<file path="config.mk">
export PLATFORM = sky130hd
export DESIGN_NAME = fifo_pkt_sink
export DESIGN_NICKNAME = d
export VERILOG_FILES = /design/src/rtl/fifo_pkt_sink_pkg.sv /design/src/rtl/fifo_pkt_sink_bp_lfsr16.sv /design/src/rtl/fifo_pkt_sink.sv
export SDC_FILE = /design/constraint.sdc
export NUM_CORES = 1
export LEC_CHECK = 0
export ABC_AREA = 0
export CELL_PAD_IN_SITES_DETAIL_PLACEMENT = 1
export CELL_PAD_IN_SITES_GLOBAL_PLACEMENT = 1
export CORE_ASPECT_RATIO = 0.9
export CORE_MARGIN = 3
export CORE_UTILIZATION = 38
export DETAILED_ROUTE_END_ITERATION = 8
export PLACE_DENSITY_LB_ADDON = 0.1
export REMOVE_ABC_BUFFERS = 1
export SLEW_MARGIN = 10
export SYNTH_ARGS = -nofsm -noshare
export SYNTH_HDL_FRONTEND = slang
export SYNTH_SLANG_ARGS = --single-unit
</file>
<file path="constraint.sdc">
create_clock -name clk -period 5.4 [get_ports clk]
set_input_delay 1.08 -clock clk [delete_from_list [all_inputs] [get_ports clk]]
set_output_delay 1.08 -clock clk [all_outputs]
set_load 0.02 [all_outputs]
</file>
<file path="src/rtl/fifo_pkt_sink_pkg.sv">
// fifo_pkt_sink_pkg: ctrl constants, state/mode/class encodings and ctrl decode helpers
package fifo_pkt_sink_pkg;
  localparam logic [7:0] CTRL_HDR = 8'hFF;
  localparam logic [7:0] CTRL_DATA = 8'h00;
  localparam logic [12:0] WORDS_MAX = '1;
  typedef enum logic [1:0] {IDLE, HDR, PAYLOAD} state_t;
  typedef enum logic [1:0] {BP_ALWAYS, BP_ALT, BP_LFSR, BP_NEVER} bp_mode_t;
  typedef enum logic [1:0] {CL_HDR, CL_DATA, CL_EOP, CL_ILL} ctrl_class_t;
  function automatic ctrl_class_t classify(input logic [7:0] c);
    return c == CTRL_HDR ? CL_HDR : c == CTRL_DATA ? CL_DATA :
           (c & (c - 8'd1)) == 8'd0 ? CL_EOP : CL_ILL;
  endfunction
  function automatic logic [3:0] eop_bytes(input logic [7:0] c);
    logic [3:0] k;
    k = '0;
    for (int i = 0; i < 8; i++) if (c[i]) k = 4'(8 - i);
    return k;
  endfunction
endpackage

</file>
<file path="src/rtl/fifo_pkt_sink_bp_lfsr16.sv">
// bp_lfsr16: free-running 16-bit Fibonacci LFSR (taps 16,14,13,11); ports clk, reset, state
module bp_lfsr16 #(
  parameter logic [15:0] SEED = 16'hACE1
) (
  input  logic        clk,
  input  logic        reset,
  output logic [15:0] state
);
  always_ff @(posedge clk)
    if (reset) state <= SEED;
    else state <= {state[0] ^ state[2] ^ state[3] ^ state[5], state[15:1]};
endmodule

</file>
<file path="src/rtl/fifo_pkt_sink.sv">
// fifo_pkt_sink: packet sink with backpressure, framing check, counters, last length/signature
module fifo_pkt_sink
  import fifo_pkt_sink_pkg::*;
#(
  parameter int DATA_WIDTH = 64,
  parameter int CTRL_WIDTH = 8,
  parameter logic [15:0] LFSR_SEED = 16'hACE1
) (
  input  logic                  clk,
  input  logic                  reset,
  input  logic [DATA_WIDTH-1:0] in_data,
  input  logic [CTRL_WIDTH-1:0] in_ctrl,
  input  logic                  in_wr,
  output logic                  in_rdy,
  input  logic [1:0]            bp_mode,
  input  logic                  clear,
  output logic [31:0]           pkt_count,
  output logic [31:0]           word_count,
  output logic [15:0]           err_count,
  output logic [15:0]           last_len,
  output logic [DATA_WIDTH-1:0] last_sig,
  output logic                  pkt_done
);
  logic [15:0] lfsr;
  state_t state, state_n;
  bp_mode_t bm;
  ctrl_class_t cls;
  logic [12:0] words, words_n;
  logic [DATA_WIDTH-1:0] sig, sig_n, masked;
  logic [3:0] k;
  logic acc, err, done;
  bp_lfsr16 #(.SEED(LFSR_SEED)) u_lfsr (.clk(clk), .reset(reset), .state(lfsr));
  assign bm = bp_mode_t'(bp_mode);
  always_comb begin
    acc = in_wr && in_rdy;
    cls = classify(in_ctrl);
    k = eop_bytes(in_ctrl);
    masked = in_data & ({DATA_WIDTH{1'b1}} << (8 * (8 - int'(k))));
    state_n = state;
    words_n = words;
    sig_n = sig;
    err = in_wr && !in_rdy;
    done = 1'b0;
    if (acc)
      case (state)
        IDLE:
          if (cls == CL_HDR) state_n = HDR;
          else err = 1'b1;
        HDR:
          case (cls)
            CL_HDR: state_n = HDR;
            CL_DATA: begin
              state_n = PAYLOAD;
              words_n = 13'd1;
              sig_n = in_data;
            end
            default: begin
              err = 1'b1;
              state_n = IDLE;
            end
          endcase
        PAYLOAD:
          case (cls)
            CL_DATA: begin
              words_n = words == WORDS_MAX ? words : words + 13'd1;
              sig_n = sig ^ in_data;
            end
            CL_EOP: begin
              done = 1'b1;
              state_n = IDLE;
            end
            default: begin
              err = 1'b1;
              state_n = IDLE;
            end
          endcase
        default: state_n = IDLE;
      endcase
  end
  always_ff @(posedge clk)
    if (reset) begin
      state <= IDLE;
      words <= '0;
      sig <= '0;
      in_rdy <= 1'b0;
      pkt_count <= '0;
      word_count <= '0;
      err_count <= '0;
      last_len <= '0;
      last_sig <= '0;
      pkt_done <= 1'b0;
    end else begin
      state <= state_n;
      words <= words_n;
      sig <= sig_n;
      in_rdy <= bm == BP_ALWAYS || (bm == BP_ALT && !in_rdy) || (bm == BP_LFSR && (lfsr & 16'h0001) != 16'h0);
      pkt_done <= done;
      pkt_count <= clear ? '0 : pkt_count + 32'(done);
      word_count <= clear ? '0 : word_count + 32'(acc);
      err_count <= clear ? '0 : (err && err_count != 16'hFFFF) ? err_count + 16'd1 : err_count;
      last_len <= done ? (words == WORDS_MAX ? 16'hFFFF : {words, 3'b000} + 16'(k)) : clear ? '0 : last_len;
      last_sig <= done ? sig ^ masked : clear ? '0 : last_sig;
    end
endmodule

</file>
After elaboration in Yosys (flattened, before gate mapping)
Cells that the tools add are included.
W data, S select, Z words.
- add/subtract/negate cells: 7
- eq/ne operators: 14
- shifts and indexed selects: 1
- mux-type cells: 35
- bitwise gates (word level): 7
- reductions and logical operators: 21
- operators by type and width (cell ; count):
    $mux W64 ; 4
    $pmux W64 S2 ; 1
    $xor A64 B64 Y64 ; 2
    $add A32 B1 Y32 ; 2
    $and A64 B64 Y64 ; 1
    $shl A64 B32 Y64 const A ; 1
    $mux W16 ; 3
    $mux W13 ; 3
    $mux W4 ; 8
    $pmux W13 S2 ; 1
    $add A16 B1 Y16 const B ; 1
    $add A16 B4 Y16 ; 1
    $logic_not A8 Y1 ; 2
    $ne A16 B16 Y1 const B ; 1
    $add A13 B1 Y13 const B ; 1
    $eq A13 B13 Y1 const B ; 1
    $and A8 B8 Y8 ; 1
    $eq A8 B8 Y1 const B ; 1
    $mux W1 ; 8
    $mux W2 ; 4
    $ne A2 B2 Y1 const B ; 4
    $sub A8 B1 Y8 const B ; 1
    $eq A2 B1 Y1 const B ; 3
    $eq A2 B2 Y1 const B ; 3
    15 further kinds ; 27
- register bits: 257
- logic and storage cells: 96

Depth between registers and ports, before layout
Gate-level depths: netlist of the first run.
- depth after elaboration: 13
- depth in mapped cells: 19
- gate-level depth less buffers: 16

By module
A second synthesis of the first run with hierarchy kept.
- cell total of the unflattened synthesis: 1454
- area total of the unflattened synthesis: 12218.0 µm²
- modules (own cells, without submodules) (module ; instances ; cells an instance ; area an instance (µm²) ; sequential area each (µm²)):
    fifo_pkt_sink ; 1 ; 1418 ; 11760.0 ; 4824.6
    bp_lfsr16 ; 1 ; 36 ; 457.9 ; 320.3

Worst setup path before layout of the first run
No wires, ideal clock.
- kind: input-to-reg
- from: in in_ctrl[1]
- to: reg pkt_count[30]
- arrival: 4.883 ns
- data required time: 5.272 ns
- slack: 0.389 ns
- stages on the path: 18
- path buffers: 2
- cell sequence: or4_1 or3_4 and2_0 nor3_1 a21oi_1 o21ai_0 ha_1 and3_1 clkbuf_1 clkbuf_1 ha_1 ha_1 and2_1 nand4_1 nor2_1 nand4_1 xnor2_1 nor2_1
- cells in the longest elaborated chain, start to end: 11
- elaborated cells between the ends (all ways): 13
- classes of those cells: 2 x add/sub; 2 x eq/ne; 6 x mux; 1 x bitwise; 2 x reduce/logical
- ends and longest elaborated chain (element ; line ; RTL):
    start: declaration ; fifo_pkt_sink.sv:12 ; input logic [CTRL_WIDTH-1:0] in_ctrl,
    $sub A8 B1 Y8 ; fifo_pkt_sink_pkg.sv:11 ; (c & (c - 8'd1)) == 8'd0 ? CL_EOP : CL_ILL;
    $and A8 B8 Y8 ; fifo_pkt_sink_pkg.sv:11 ;
    $logic_not A8 Y1 ; fifo_pkt_sink_pkg.sv:11 ;
    $mux W1 ; fifo_pkt_sink_pkg.sv:11 ;
    $mux W2 ; fifo_pkt_sink_pkg.sv:10 ; return c == CTRL_HDR ? CL_HDR : c == CTRL_DATA ? CL_DATA :
    $mux W2 (*) ; fifo_pkt_sink_pkg.sv:10 ;
    $eq A2 B2 Y1 (*) ; fifo_pkt_sink.sv:63 ; case (cls)
    $mux W1 (*) ; fifo_pkt_sink.sv:63 ;
    $mux W1 (*) ; fifo_pkt_sink.sv:45 ; case (state)
    $mux W1 (*) ; fifo_pkt_sink.sv:44 ; if (acc)
    net done ; fifo_pkt_sink.sv:31 ; logic acc, err, done;
    $add A32 B1 Y32 (*) ; fifo_pkt_sink.sv:98 ; pkt_count <= clear ? '0 : pkt_count + 32'(done);
    end signal: assignment ; fifo_pkt_sink.sv:98 ;
    end: declaration ; fifo_pkt_sink.sv:17 ; output logic [31:0] pkt_count,
The timed path passes the listed nets; every way through them passes the cells marked *.
A chain may end at the register's enable or synchronous reset.

Worst setup path after layout of the first run
- from: in in_ctrl[1]
- to: reg pkt_count[29]
- cells in the longest elaborated chain, start to end: 11
- elaborated cells between the ends (all ways): 13
- classes of those cells: 2 x add/sub; 2 x eq/ne; 6 x mux; 1 x bitwise; 2 x reduce/logical
- ends and longest elaborated chain (element ; line):
    $sub A8 B1 Y8 ; fifo_pkt_sink_pkg.sv:11
    $and A8 B8 Y8 ; fifo_pkt_sink_pkg.sv:11
    $logic_not A8 Y1 ; fifo_pkt_sink_pkg.sv:11
    $mux W1 ; fifo_pkt_sink_pkg.sv:11
    $mux W2 ; fifo_pkt_sink_pkg.sv:10
    $mux W2 (*) ; fifo_pkt_sink_pkg.sv:10
    $eq A2 B2 Y1 (*) ; fifo_pkt_sink.sv:63
    $mux W1 (*) ; fifo_pkt_sink.sv:63
    $mux W1 (*) ; fifo_pkt_sink.sv:45
    $mux W1 (*) ; fifo_pkt_sink.sv:44
    $add A32 B1 Y32 (*) ; fifo_pkt_sink.sv:98
Mark *: on every way between the ends. The rest lies on a longest branch, timed or not.

==> metrics.txt, run 1 <==
RR Startpoint state[0]; Pwr Total 4140 µW; Hold Buf Count CTS 0; Worst Clk Skew 10.5 ps; startpoint types input port; Worst Hold End u_lfsr.state[13]; largest net degree at the start of global routing 129; Post-Place Setup Slack 106 ps; Syn. warnings 0; area of the die 34000 µm²; async set-reset flop share out of synthesis 0%; fillers between 3000 and 4000; RSZ-0062 raised after global routing no; Final Cycle Share just under 90%; Max IR drop VDD 0.000250 V; Worst Setup SP in_ctrl[1]; top fanout value on the critical path 6; initial antenna violation count 2; Worst EP arrival 5180 ps; Initial DRT Pass Iterations 4; Hold Fails Final Rpt 0; post-CTS setup buffers 0; Site Rows 61; top-area cell type share of the netlist area a little over two fifths; worst path required time 5820 ps; TritonCTS Sinks 257; Yosys top cell by area dfxtp_1; routed vias/inst 5.16; max_cap viols 0; reg2reg setup slack between 2000 and 2500 ps; first-pass GRT wire length 57400 µm; Period minus WS final 4760 ps; Worst-path clk slew about 60 ps; Rel. slew slack 33.3%; top_reg_cell synth dfxtp_1; drt total wl 35400 µm; number of port buffers 239; number of H-tree levels 1; 1st-iter DRT viols roughly 440; worst reg2reg path depth 10; count leader, synth dfxtp_1; DRC 0; CP endpoint kind flip-flop; worst hold stages 1; Post-synth EDFFs 0; post-synthesis instance total 1463; root buffer cell clkbuf_16; All-Layer GR Usage 20.0%; outcome complete, no violations; Seq cells post-synth 257; gpl congestion 0.752; synthesized cell area 12100 µm²; CTS tree built; sequential fraction of the synthesis area 42.5%; final setup fails 0; Num CTS Buffers 30; post-route ant nets 0; DP HPWL 23700 µm; via count between 10000 and 15000; IO Count 240; die height 175 µm; Hold Crit Class flip-flop to flip-flop; synth unique cells 56; Initial Utilization 38.8%; Slew Limit Fails 0; Wirelength per Cell ~17 µm; Synth top cells by count 257 x dfxtp_1, 219 x nand2_1, 146 x o21ai_0, 117 x nor2_1, 103 x a21oi_1; final setup margin 639 ps; Hold Path Origin u_lfsr.state[14]; gr ovfl total 0; leakage power between 0.005 and 0.006 µW; fraction of layout cells with a size suffix above 1 ~5.3%; hold_ws 409 ps; worst-margin pin slew ~1000 ps; clk buf depth 3; Reg-to-Reg End pkt_count[29]; critical path type input port to flip-flop; FMAX approximately 0.21 GHz; area delta synth->final 31.0%; vias in the first global route 11200; Placeable Area 31100 µm²; cts repair resizes 0; Area contributors post-synth dfxtp_1 43%, xor2_1 7.4%, nand2_1 6.8%, o21ai_0 6.0%, mux2i_1 5.5%; Pwr per Cell Area 261 nW/µm²; syn_area_per_cell 8.27 µm²; chip width a little under 200 µm; fin nets between 1500 and 2000; Worst-Skew Late Latency 550 ps
state kept, by name, summed over array words and instances, names as in the netlist:
name / cells
sig: 64
last_sig: 64
err_count: 16
pkt_done: 1
word_count: 32
pkt_count: 32
state: 2
words: 13
u_lfsr.state: 16
last_len: 16
in_rdy: 1
final cells by class:
cell class / count / area, µm² / area share [%]
inverter: 19 / 71.3 / 0.450
multi-input combinational: 1102 / 6580 / 41.5
sequential: 257 / 5140 / 32.5
clock inverter: 8 / 72.6 / 0.458
antenna: 1 / 2.50 / 0.0158
clock buffer: 47 / 896 / 5.65
tap: 409 / 512 / 3.23
timing repair buffer: 258 / 2570 / 16.2
critical path, cell delays in order:
cell	delay (ps)
clkdlybuf4s50_1	410
or4_1	610
or3_4	390
and2_0	170
nor3_1	160
a21oi_1	80
o21ai_0	420
ha_1	220
and3_1	170
ha_1	190
and3_1	250
nand4_1	230
nor2_1	420
nand3_1	150
xor2_1	190
nor2_1	60
power by group:
part	leakage, µW	internal, µW	total [µW]	switching, µW
Combinational	0.00304	99.1	235	136
Clock	0.000467	1180	1990	814
Sequential	0.00207	1910	1910	4.11
Total	0.00558	3180	4140	954
worst max path at each step:
| stage | end | slack, ps | cells after the start |
|---|---|---|---|
| 2_1_floorplan | sig[0] | -1820 | 10 |
| 3_3_place_gp | pkt_count[30] | 220 | 18 |
| 3_5_place_dp | pkt_count[27] | 110 | 16 |
| 4_1_cts | pkt_count[27] | 690 | 16 |
| 5_1_grt | pkt_count[29] | 330 | 16 |
| 6_report | pkt_count[29] | 640 | 16 |
routing by layer:
layer	vias to the layer above	track usage, %	share of wire (%)
met5	-	0	0.051
met4	2	4.31	2.2
met3	49	5.08	5.6
met2	189	36.1	49
met1	5237	24.0	44
li1	5366	-	-
layout by cell type, fill, tap and decap left out, drive strengths merged, types with 2 or more instances in the layout:
| cell | Yosys | routed |
|---|---|---|
| nand2 | 219 | 219 |
| or2 | 11 | 11 |
| ha | 18 | 18 |
| dfxtp | 257 | 257 |
| a211oi | 10 | 10 |
| and3 | 15 | 15 |
| nand3b | 2 | 2 |
| a31o | 4 | 4 |
| buf | 16 | 20 |
| nand2b | 6 | 6 |
| inv | 19 | 19 |
| a21o | 10 | 10 |
| nand3 | 46 | 46 |
| or3 | 11 | 11 |
| clkbuf | 69 | 47 |
| xor2 | 102 | 102 |
| mux2i | 67 | 67 |
| a41o | 3 | 3 |
| nand4 | 26 | 26 |
| o21ai | 149 | 149 |
| clkinv | 0 | 4 |
| nor3 | 16 | 16 |
| nor2 | 117 | 117 |
| a21oi | 105 | 105 |
| a221oi | 2 | 2 |
| o31ai | 2 | 2 |
| clkdlybuf4s50 | 0 | 238 |
| xnor2 | 44 | 44 |
| and2 | 11 | 11 |
| a31oi | 5 | 5 |
| and4 | 5 | 5 |
| o21bai | 2 | 2 |
| clkinvlp | 0 | 3 |
| nor2b | 73 | 73 |
| nor4 | 9 | 9 |
kinds of logic after synthesis:
| logic type | Yosys count | share of synthesized area [%] |
|---|---|---|
| AO/OA/AOI/OAI | 300 | 13.9 |
| XOR/XNOR | 146 | 10.6 |
| adder cells (fa/ha/maj) | 19 | 1.94 |
| AND/OR/NAND/NOR | 570 | 22.2 |
| buffers and inverters | 104 | 3.33 |
| flip-flops | 257 | 42.5 |
| multiplexers | 67 | 5.54 |
per-stage QoR:
step,TNS [ps],cell area [µm²],utilization [%],instances
3_3_place_gp,0,14900,47.8,2045
2_1_floorplan,-128030,11800,-,1378
4_1_cts,0,15800,50.9,2100
3_5_place_dp,0,14900,47.8,2045
6_report,0,15800,50.9,2101
5_1_grt,0,15800,50.9,2101
(Power assumes the default switching activity.)
==> run 2, diff against run 1 <==
- CTS_CLUSTER_SIZE: default -> 16
==> results of run 2 <==
The final DEF is identical to that of run 1; final timing and power are the same.
==> run 3, diff against run 2 <==
- REMOVE_ABC_BUFFERS: 1 -> default
==> metrics.txt, run 3 (same netlist as run 1, synthesis figures left out) <==
1st-iter DRT viols 363 (-17%); Max IR drop VDD 0.000197 V (-21%); Site Rows 61 (unchanged); FF+latch area 5140 µm² (unchanged); via count 10800 (-0.28%); net switching power 914 µW (-4.2%); All-Layer GR Usage 20.1% (+0.097 points); Final Cycle Share 86.7% (-1.4 points); DRC 0 (unchanged); largest net degree at the start of global routing 74 (-43%); Flop pwr share 47.3% (+1.1 points); CTS tree built; chip width 194 µm (unchanged); Num CTS Buffers 29 (-3.3%); post-CTS setup buffers 0 (unchanged); Hold Crit Class flip-flop to flip-flop; Multi-input gate area 6580 µm² (unchanged); root buffer cell clkbuf_16; critical path type input port to flip-flop; Final Cell Area 15800 µm² (-0.13%); cts repair resizes 0 (unchanged); Initial Utilization 38.8% (unchanged); Placeable Area 31100 µm² (unchanged); internal power 3120 µW (-2.0%); switch share 22.7% (-0.40 points); DP HPWL 24200 µm (+2.3%); vias in the first global route 11100 (-0.22%); Pwr per Cell Area 255 nW/µm² (-2.3%); commonest non-fill, non-tap cells in the layout 257 x dfxtp_1, 238 x clkdlybuf4s50_1, 219 x nand2_1; clk buf depth 3 (unchanged); combinational power share 5.8% (about the same); TritonCTS Sinks 257 (unchanged); first-pass GRT wire length 57600 µm (+0.32%); Period minus WS final 4680 ps (-76.9 ps); post-synthesis net count 1559; setup total negative slack 0 ps (unchanged); Hold Buf Count CTS 0 (unchanged); biggest regs last_sig (64), sig (64); drt total wl 35300 µm (-0.34%); die height 175 µm (unchanged); fillers 3676 (-1.0%); Worst-Skew Late Latency 540 ps (about the same); Area after DPL 14900 µm² (+0.20%); FMAX 0.213 GHz (+1.6%); Initial DRT Pass Iterations 4 (unchanged); CP endpoint kind flip-flop; Util after Layout 50.8% (-0.068 points); most common cell after layout, fill and taps aside dfxtp_1; Rel. slew slack 28.3% (-5.0 points); post-route ant nets 0 (unchanged); routed vias/inst 5.14 (-0.32%); outcome complete, no violations; startpoint types input port; Pwr Total 4040 µW (-2.5%); leakage power 0.00559 µW (+0.14%); Placed Instances 2049 (+0.20%); Finished Layout Cells 2102 (+0.048%); Clk network pwr share 46.9% (-1.3 points); fin nets 1767 (+0.17%); area of the die 34000 µm² (unchanged); max_cap viols 0 (unchanged); Slew Limit Fails 0 (unchanged); gpl congestion 0.787 (+4.7%); gr ovfl total 0 (unchanged); RSZ-0062 raised after global routing no; Worst EP arrival 5070 ps (-110 ps); worst-margin pin slew 1070 ps (+74.7 ps); initial antenna violation count 4 (+2); number of port buffers 239 (unchanged); area delta synth->final 30.8%; Worst-path clk slew 60 ps (about the same); Wirelength per Cell 16.8 µm (-0.38%); worst path required time 5790 ps (-30 ps); fraction of layout cells with a size suffix above 1 5.50% (+0.18 points); Worst Clk Skew 10.3 ps (-0.149 ps); Hold Fails Final Rpt 0 (unchanged); top fanout value on the critical path 7 (+1); final setup fails 0 (unchanged); IO Count 240 (unchanged); number of H-tree levels 1 (unchanged)
run 3: changes by cell type in the layout (fill, tap and decap cells not counted):
cell        previous run  this run
diode_2                1         2
clkbuf_1              10         7
clkbuf_8               6        10
clkinv_2               4         5
buf_4                 17        21
bufinv_16              1         0
clkbuf_16             31        29
clkinvlp_4             3         0
run 3: routing by layer:
metal	vias to the layer above	GRT usage, %	routed length [µm]	part of all wire, %
met5	-	0	18	0.051
met4	4	3.89	658	1.9
li1	5363	-	-	-
met1	5213	26.1	16200	46
met3	39	4.62	1920	5.4
met2	194	34.5	16500	47
run 3: power groups by stage:
stage	sequential, µW	combinational, µW	clock [µW]
after global placement	1950	233	0
after detailed placement	1950	237	0
final	1910	235	1890
after floorplan	1950	113	0
after CTS	1910	239	1950
after global routing	1910	259	2040
run 3: worst max-delay path, stage by stage:
cell             delay [ps]
clkdlybuf4s50_1         420
or4_1                   620
or3_4                   400
and2_0                  170
nor3_1                  130
a21oi_1                  70
o21ai_0                 280
ha_1                    190
and3_1                  240
ha_1                    190
and3_1                  230
nand4_1                 260
nor2_1                  410
nand4_1                 170
xor2_1                  160
nor2_1                   50
run 3: area by class of cell:
cell class,count,share of cell area [%]
multi-input combinational,1102,41.6
sequential,257,32.5
timing repair buffer,262,16.4
clock buffer,46,5.62
tap,409,3.23
inverter,19,0.451
clock inverter,5,0.158
antenna,2,0.0316
run 3: worst paths after layout:
| check | start | to | slack [ps] | cells after the start |
|---|---|---|---|---|
| worst min register to register | u_lfsr.state[7] | u_lfsr.state[6] | 410 | 1 |
| worst max-delay path | in_ctrl[1] | pkt_count[27] | 720 | 16 |
| worst min-delay path | u_lfsr.state[7] | u_lfsr.state[6] | 410 | 1 |
| worst max register to register | state[0] | pkt_count[27] | 2330 | 10 |
run 3: per-stage QoR:
stage                     hold WS [ps]  setup slack [ps]
after detailed placement           395               128
after CTS                          409               709
after global routing               438               335
final                              407               716
after floorplan                    389               389
after global placement             391               169
